`src/rtl/cpu_step_ctrl_pkg.sv`:
```
// rtl/cpu_step_ctrl_pkg.sv - run-control state encodings and address width for cpu_step_ctrl
package cpu_step_ctrl_pkg;

   localparam int INST_ADDR_W = 32;

   typedef enum logic [1:0] {
      STEP_HALT = 2'd0,
      STEP_RUN  = 2'd1,
      STEP_STEP = 2'd2,
      STEP_BRK  = 2'd3
   } step_state_e;

   // The display path treats a breakpoint stop the same as a manual halt.
   function automatic logic state_halted(input step_state_e s);
      return (s == STEP_HALT) || (s == STEP_BRK);
   endfunction

endpackage

```
`src/rtl/cpu_step_ctrl_slow_tick_gen.sv`:
```
// rtl/cpu_step_ctrl_slow_tick_gen.sv - DIV_W-bit divider producing the slow-run enable tick
module cpu_step_ctrl_slow_tick_gen #(
   parameter int DIV_W = 24
) (
   input  logic clk,
   input  logic rst,
   input  logic clr,
   input  logic en,
   input  logic slow_sel,
   output logic tick
);

   logic [DIV_W-1:0] div;

   always_ff @(posedge clk or posedge rst) begin
      if (rst) begin
         div <= '0;
      end else if (clr) begin
         div <= '0;
      end else if (en) begin
         div <= div + DIV_W'(1);
      end
   end

   assign tick = slow_sel ? (&div) : 1'b1;

endmodule

```
`src/rtl/cpu_step_ctrl.sv`:
```
// rtl/cpu_step_ctrl.sv - CPU run/step/breakpoint clock-enable control
// Executed-cycle counter is built only when CPU_STEP_CYCLE_CNT_EN is defined.
module cpu_step_ctrl
   import cpu_step_ctrl_pkg::*;
#(
   parameter int DIV_W = 24,
   parameter int CNT_W = 32
) (
   input  logic                   clk,
   input  logic                   rst,
   input  logic                   run_pulse_i,
   input  logic                   step_pulse_i,
   input  logic                   slow_sel_i,
   input  logic                   bp_en_i,
   input  logic [INST_ADDR_W-1:0] bp_addr_i,
   input  logic [INST_ADDR_W-1:0] pc_i,
   output logic                   cpu_ce_o,
   output logic                   halted_o,
   output logic                   bp_hit_o,
   output logic [CNT_W-1:0]       cycle_cnt_o
);

   step_state_e state;
   logic        skip;
   logic        tick;
   logic        bp_match;
   logic        enter_run;

   // skip masks the breakpoint until the instruction we stopped on has executed.
   assign bp_match  = bp_en_i & (pc_i == bp_addr_i) & ~skip;
   assign cpu_ce_o  = (state == STEP_STEP) | ((state == STEP_RUN) & tick & ~bp_match);
   assign halted_o  = state_halted(state);
   assign enter_run = run_pulse_i & ((state == STEP_HALT) | (state == STEP_BRK));

   cpu_step_ctrl_slow_tick_gen #(
      .DIV_W (DIV_W)
   ) u_slow_tick_gen (
      .clk      (clk),
      .rst      (rst),
      .clr      (enter_run),
      .en       (state == STEP_RUN),
      .slow_sel (slow_sel_i),
      .tick     (tick)
   );

   always_ff @(posedge clk or posedge rst) begin
      if (rst) begin
         state    <= STEP_HALT;
         skip     <= 1'b0;
         bp_hit_o <= 1'b0;
      end else begin
         if (cpu_ce_o) begin
            skip <= 1'b0;
         end
         case (state)
            STEP_HALT: begin
               if (run_pulse_i) begin
                  state <= STEP_RUN;
               end else if (step_pulse_i) begin
                  state <= STEP_STEP;
               end
            end
            STEP_STEP: begin
               state <= STEP_HALT;
            end
            STEP_RUN: begin
               if (run_pulse_i) begin
                  state <= STEP_HALT;
               end else if (bp_match) begin
                  state    <= STEP_BRK;
                  bp_hit_o <= 1'b1;
               end
            end
            STEP_BRK: begin
               if (run_pulse_i) begin
                  state    <= STEP_RUN;
                  skip     <= 1'b1;
                  bp_hit_o <= 1'b0;
               end else if (step_pulse_i) begin
                  state    <= STEP_STEP;
                  bp_hit_o <= 1'b0;
               end
            end
            default: begin
               state <= STEP_HALT;
            end
         endcase
      end
   end

`ifdef CPU_STEP_CYCLE_CNT_EN
   logic [CNT_W-1:0] cycle_cnt;

   always_ff @(posedge clk or posedge rst) begin
      if (rst) begin
         cycle_cnt <= '0;
      end else if (cpu_ce_o) begin
         cycle_cnt <= cycle_cnt + CNT_W'(1);
      end
   end

   assign cycle_cnt_o = cycle_cnt;
`else
   assign cycle_cnt_o = '0;
`endif

endmodule

```
`config.mk`:
```
export PLATFORM = sky130hd
export DESIGN_NAME = cpu_step_ctrl
export DESIGN_NICKNAME = d
export VERILOG_FILES = /design/src/rtl/cpu_step_ctrl_pkg.sv /design/src/rtl/cpu_step_ctrl_slow_tick_gen.sv /design/src/rtl/cpu_step_ctrl.sv
export SDC_FILE = /design/constraint.sdc
export NUM_CORES = 1
export LEC_CHECK = 0
export ABC_AREA = 1
export CELL_PAD_IN_SITES_DETAIL_PLACEMENT = 0
export CELL_PAD_IN_SITES_GLOBAL_PLACEMENT = 1
export CORE_MARGIN = 3
export CORE_UTILIZATION = 30
export CTS_BUF_LIST = sky130_fd_sc_hd__clkbuf_4 sky130_fd_sc_hd__clkbuf_8
export CTS_CLUSTER_SIZE = 8
export DETAILED_ROUTE_END_ITERATION = 10
export PLACE_DENSITY_LB_ADDON = 0.1
export SLEW_MARGIN = 20
export SYNTH_ARGS = -nofsm -noshare
export SYNTH_HDL_FRONTEND = slang
export SYNTH_SLANG_ARGS = --single-unit
```
`constraint.sdc`:
```
create_clock -name clk -period 2 [get_ports clk]
set_clock_uncertainty 0.15 [all_clocks]
set_input_delay 0.4 -clock clk [delete_from_list [all_inputs] [get_ports clk]]
set_output_delay 0.4 -clock clk [all_outputs]
set_load 0.02 [all_outputs]
```
# --- Word level (Yosys, flattened, before mapping) ---
# Index checks and enable logic that the tools add are counted.
op_classes:
  n_bitwise: 9
  addsub: 1
  eq_ne: 9
  n_reduce_logical: 8
  muxes: 16
op_table:
  columns: ["op", "n"]
  rows:
  - ["24-bit 2-to-1 mux", 2]
  - ["32-bit == test", 1]
  - ["24-bit by 1-bit adder with 24-bit output, second input constant", 1]
  - ["24-bit AND reduction", 1]
  - ["1-bit 2-to-1 mux", 8]
  - ["2-bit 2-to-1 mux", 4]
  - ["3-bit inequality test, second input constant", 2]
  - ["2-bit one-hot mux with 3 select lines", 1]
  - ["1-bit bitwise AND", 5]
  - ["2-bit == test, second input constant", 2]
  - ["2-bit inequality test, second input constant", 2]
  - ["4-bit AND reduction", 1]
  - ["2-bit nonzero test", 2]
  - ["3-bit by 1-bit inequality test with 1-bit output, second input constant", 1]
  - ["2-bit by 1-bit == test with 1-bit output, second input constant", 1]
  - ["2-bit zero test", 1]
  - ["1-bit inverter", 2]
  - ["1-bit OR", 2]
  - ["1-bit one-hot mux with 2 select lines", 1]
  - ["2-bit AND reduction", 1]
  - ["2-bit OR reduction", 1]
  - ["1-bit logical OR", 1]
totals:
  reg_bits: 28
  out_inout_bits: 35
  in_bits: 70
  wordCells: 47

# --- Longest topological paths before layout ---
depth:
  ltp_word: 9
  ltp_mapped: 13

# --- By module ---
# A second synthesis with hierarchy kept.
unflattened:
  cells_unflattened: 430
  area_unflattened_um2: 2668.8
by_module_without_submodules:
  columns: ["module", "cells_per_inst", "n_inst", "area_per_inst_um2", "seq_area_each_um2"]
  rows:
  - ["cpu_step_ctrl_slow_tick_gen", 201, 1, 1468.9, 600.6]
  - ["cpu_step_ctrl", 229, 1, 1199.9, 100.1]

# --- Worst setup path after synthesis ---
# No wires, ideal clock.
synth_timing:
  kind: "register to output"
  startpoint: "reg u_slow_tick_gen.div[0]"
  endpoint: "out cpu_ce_o"
  required_time_ns: 1.450
  arrival_time_ns: 1.313
  path_stages_with_launch: 10
  setup_slack_ns: 0.137
  cell_sequence: "dfrtp_1 -> ha_1 -> inv_1 -> nor3_4 -> nand2_2 -> nor2_1 -> nand2_1 -> a21oi_1 -> nand2_1 -> nand2_1"
synth_between:
  elab_chain_cells: 5
synth_rtl:
  columns: ["item", "line", "source"]
  rows:
  - ["start: declaration", "cpu_step_ctrl_slow_tick_gen.sv:13", "logic [DIV_W-1:0] div;"]
  - ["start signal: assignment", "cpu_step_ctrl_slow_tick_gen.sv:21", "div <= div + DIV_W'(1);"]
  - ["24-bit AND reduction", "cpu_step_ctrl_slow_tick_gen.sv:25", "assign tick = slow_sel ? (&div) : 1'b1;"]
  - ["1-bit 2-to-1 mux", "cpu_step_ctrl_slow_tick_gen.sv:25", null]
  - ["1-bit bitwise AND (2 in series)", "cpu_step_ctrl.sv:31", "assign cpu_ce_o = (state == STEP_STEP) | ((state == STEP_RUN) & tick & ~bp_match);"]
  - ["1-bit OR", "cpu_step_ctrl.sv:31", null]
  - ["end: declaration", "cpu_step_ctrl.sv:17", "output logic cpu_ce_o,"]
# Every way passes these cells.

# --- Final worst setup path ---
layout_timing:
  startpoint: "in bp_addr_i[30]"
  endpoint: "out cpu_ce_o"
layout_between:
  elab_chain_cells: 6
layout_rtl:
  columns: ["item", "line", "source"]
  rows:
  - ["start: declaration", "cpu_step_ctrl.sv:15", "input logic [INST_ADDR_W-1:0] bp_addr_i,"]
  - ["32-bit == test", "cpu_step_ctrl.sv:30", "assign bp_match = bp_en_i & (pc_i == bp_addr_i) & ~skip;"]
  - ["1-bit bitwise AND (2 in series)", "cpu_step_ctrl.sv:30", null]
  - ["1-bit inverter", "cpu_step_ctrl.sv:31", null]
  - ["1-bit bitwise AND", "cpu_step_ctrl.sv:31", null]
  - ["1-bit OR", "cpu_step_ctrl.sv:31", null]
# Every way passes these cells.

==> results.sh <==
export IMPL_status="finished with violations"
export IMPL_violations="negative setup slack"
export IMPL_synth_area_top_cells="dfrtp_1 28%, nand2_1 16%, inv_1 11%, buf_4 9.7%, nor2_1 6.3%"
export IMPL_cts_buffers=3
export IMPL_io_buffer_count=72
export IMPL_ir_drop_uv=392.9
export IMPL_routed_wl_um=6416
export IMPL_cts_root_buf="clkbuf_8"
export IMPL_drive_above_1_share_pct=16.93
export IMPL_p_leak_nw=2.083
export IMPL_io_pins=105
export IMPL_place_ws_ns=-0.7805
export IMPL_synth_ff_latch_count=28
export IMPL_areaGrowthSynthToFinish_pct=47.21
export IMPL_drc_errors=0
export IMPL_critPathMaxFanout=2
export IMPL_antenna_found_initial=0
export IMPL_cts_num_sinks=28
export IMPL_h_tree_depth=1
export IMPL_grt_pass1_vias=2281
export IMPL_yosys_area_top_type="dfrtp_1"
export IMPL_hold_violations=0
export IMPL_antenna_left=0
export IMPL_grtUsageMet2_pct=21.18
export IMPL_cts_tree="yes"
export IMPL_chipWidth_um=97.08
export IMPL_fin_crit_ns=2.273
export IMPL_clk_latency_ns=0.28
export IMPL_firstDrtPassIters=4
export IMPL_power_mw=2.231
export IMPL_synthArstFlopShare_pct=100.0
export IMPL_gp_congestion=0.7986
export IMPL_postCtsHoldBufs=0
export IMPL_start_util_pct=31.55
export IMPL_grt_pass1_wl_um=10690
export IMPL_rsz0062_at_grt="true"
export IMPL_yosys_warnings=0
export IMPL_die_y_um=97.08
export IMPL_drv_cap=0
export IMPL_ys_types=34
export IMPL_core_area_sq_mm=0.007888
export IMPL_finalSetupTns_ns=-0.2734
export IMPL_vias=2526
export IMPL_worstSetupPathType="in -> out"
export IMPL_clockBufferDepth=2
export IMPL_wl_per_cell_um=10.52
export IMPL_yosysSeqAreaShare_pct=28.15
export IMPL_nets=584
export IMPL_syn_area_sq_mm=0.002489
export IMPL_fin_crit_sh_pct=113.7
export IMPL_synthCells=389
export IMPL_busiest_layer="met2"
export IMPL_dpl_hpwl_um=5242
export IMPL_drt_iter0_markers=84
export IMPL_yosysTopAreaCellShare_pct=28.15
export IMPL_antenna_cells=0
export IMPL_dieArea_sq_mm=0.009425
export IMPL_syn_area_per_cell_sq_um=6.398
export IMPL_gr_usage_met3_pct=1.938
export IMPL_pwr_density_cell_mw_per_mm2=609.0
export IMPL_track_usage_pct=13.37
export IMPL_arrival_ns=1.72
export IMPL_crit_required_ns=1.45
export IMPL_synth_edf_count=0
export IMPL_fmaxAchievable_mhz=439.9
export IMPL_layout_setup_ws_ns=-0.2734
export IMPL_ff2ff_path_depth=9
export IMPL_cp_start_kind="input port"
export IMPL_seq_area_sq_um=700.7
export IMPL_hold_path_class="in -> async"
export IMPL_final_core_util_pct=46.45
export IMPL_cp_end_kind="output port"
export IMPL_finalSetupViolCount=1
export IMPL_synth_ff_type="dfrtp_1"
export IMPL_viasPerCell=4.141
export IMPL_overflow=0
export IMPL_rows=32
export IMPL_fillers=859
export IMPL_cts_reportedPaths_clkPinSlew_ns=0.10
export IMPL_drv_slew=0
export IMPL_multi_input_area_sq_mm=0.001414
export IMPL_grt_max_degree=29
export IMPL_grtUsageMet1_pct=19.68
-- flip-flops by register name, indices dropped and copies added, names as in the netlist --
name                 count
bp_hit_o                 1
u_slow_tick_gen.div     24
state                    2
skip                     1
-- critical path, cell delays in order --
cell,delay [ns]
clkdlybuf4s50_1,0.48
nand2_1,0.05
nand2_1,0.06
nand2_1,0.05
nor2_1,0.10
nand2_1,0.08
nor2_2,0.12
nand3_2,0.11
nand2_2,0.09
nand2_2,0.05
buf_6,0.13
-- cell usage after synthesis (2+ instances only) --
library cell / instances
o21ai_0: 18
dfrtp_1: 28
nor3_4: 3
ha_1: 5
nand4_1: 5
nor3_1: 8
inv_1: 72
a21oi_1: 15
nand2_2: 3
nor4_1: 2
nand3_1: 14
or2_2: 2
xor2_1: 3
nand2_1: 109
nor3_2: 2
buf_4: 32
nor2_1: 42
inv_2: 3
xnor2_1: 6
o21ai_1: 2
nand4_2: 2
-- cell usage in the layout, fill, tap and decap left out, drive strengths merged, types with 2 or more instances in the layout --
cell type and n:
a21oi 16, clkbuf 3, or2 2, inv 75, nand3 15, dlygate4sd2 24, ha 5, nand4 7
xnor2 6, o21ai 20, xor2 3, dlymetal6s2s 10, nor3 13, conb 32, nor2 44, dfrtp 28
buf 49, clkdlybuf4s50 36, nand2 112, nor4 2
-- what timing repair did --
item / 4_1_cts / 5_1_grt
endpoints found under the setup margin: 2 / 12
gates resized for setup: 39 / 24
pin swaps: 23 / 7
buffers inserted: 1 / 1
-- worst paths after layout --
| kind | slack (ns) | from | to |
|---|---|---|---|
| setup / recovery | -0.27 | bp_addr_i[30] | cpu_ce_o |
| hold / removal | 0.33 | rst | u_slow_tick_gen.div[21] |
| setup reg to reg | 0.13 | state[0] | state[0] |
| hold reg to reg | 0.33 | bp_hit_o | bp_hit_o |
| max in group asynchronous | 1.10 | rst | u_slow_tick_gen.div[7] |
| min in group clk | 0.33 | bp_hit_o | bp_hit_o |
-- cell families (layout without fill, tap and decap cells) --
logic type	after synthesis	in the layout	synth area share [%]
buffers and inverters	110	198	21.87
flip-flops	28	28	28.15
AND/OR/NAND/NOR	195	195	35.09
adder cells (fa/ha/maj)	5	5	2.514
AO/OA/AOI/OAI	41	41	9.050
XOR/XNOR	9	9	3.168
other	1	32	0.1507
-- power breakdown --
part	switching (mW)	internal [mW]	total, mW
logic	0.627	0.485	1.11
clock network	0.189	0.268	0.457
registers	0.0338	0.629	0.662
total	0.850	1.38	2.23
-- metrics by stage --
| stage | hold WS [ns] | cell area, sq um | cells |
|---|---|---|---|
| detailed placement | 0.3114 | 3528 | 604 |
| floorplan | 0.3053 | 2605 | 420 |
| finish | 0.3263 | 3664 | 610 |
| global placement | 0.3068 | 3528 | 604 |
| CTS | 0.3361 | 3598 | 609 |
| global route | 0.3642 | 3664 | 610 |
-- area by class of cell --
type	instances	share of cell area [%]
multi-input cells	282	38.59
inverters	75	7.684
repair buffers	119	29.17
well taps	102	3.484
clock inverters	1	0.8197
flip-flops and latches	28	19.13
clock buffers	3	1.127
-- metal layers --
layer	part of all wire (%)	wire, um	up-vias
li1	-	-	1368
met1	51	3298	1087
met2	43	2790	67
met3	4.4	284	4
met4	0.67	43	0
met5	0	0	-
Note: power is estimated with default switching activity, not from simulation.
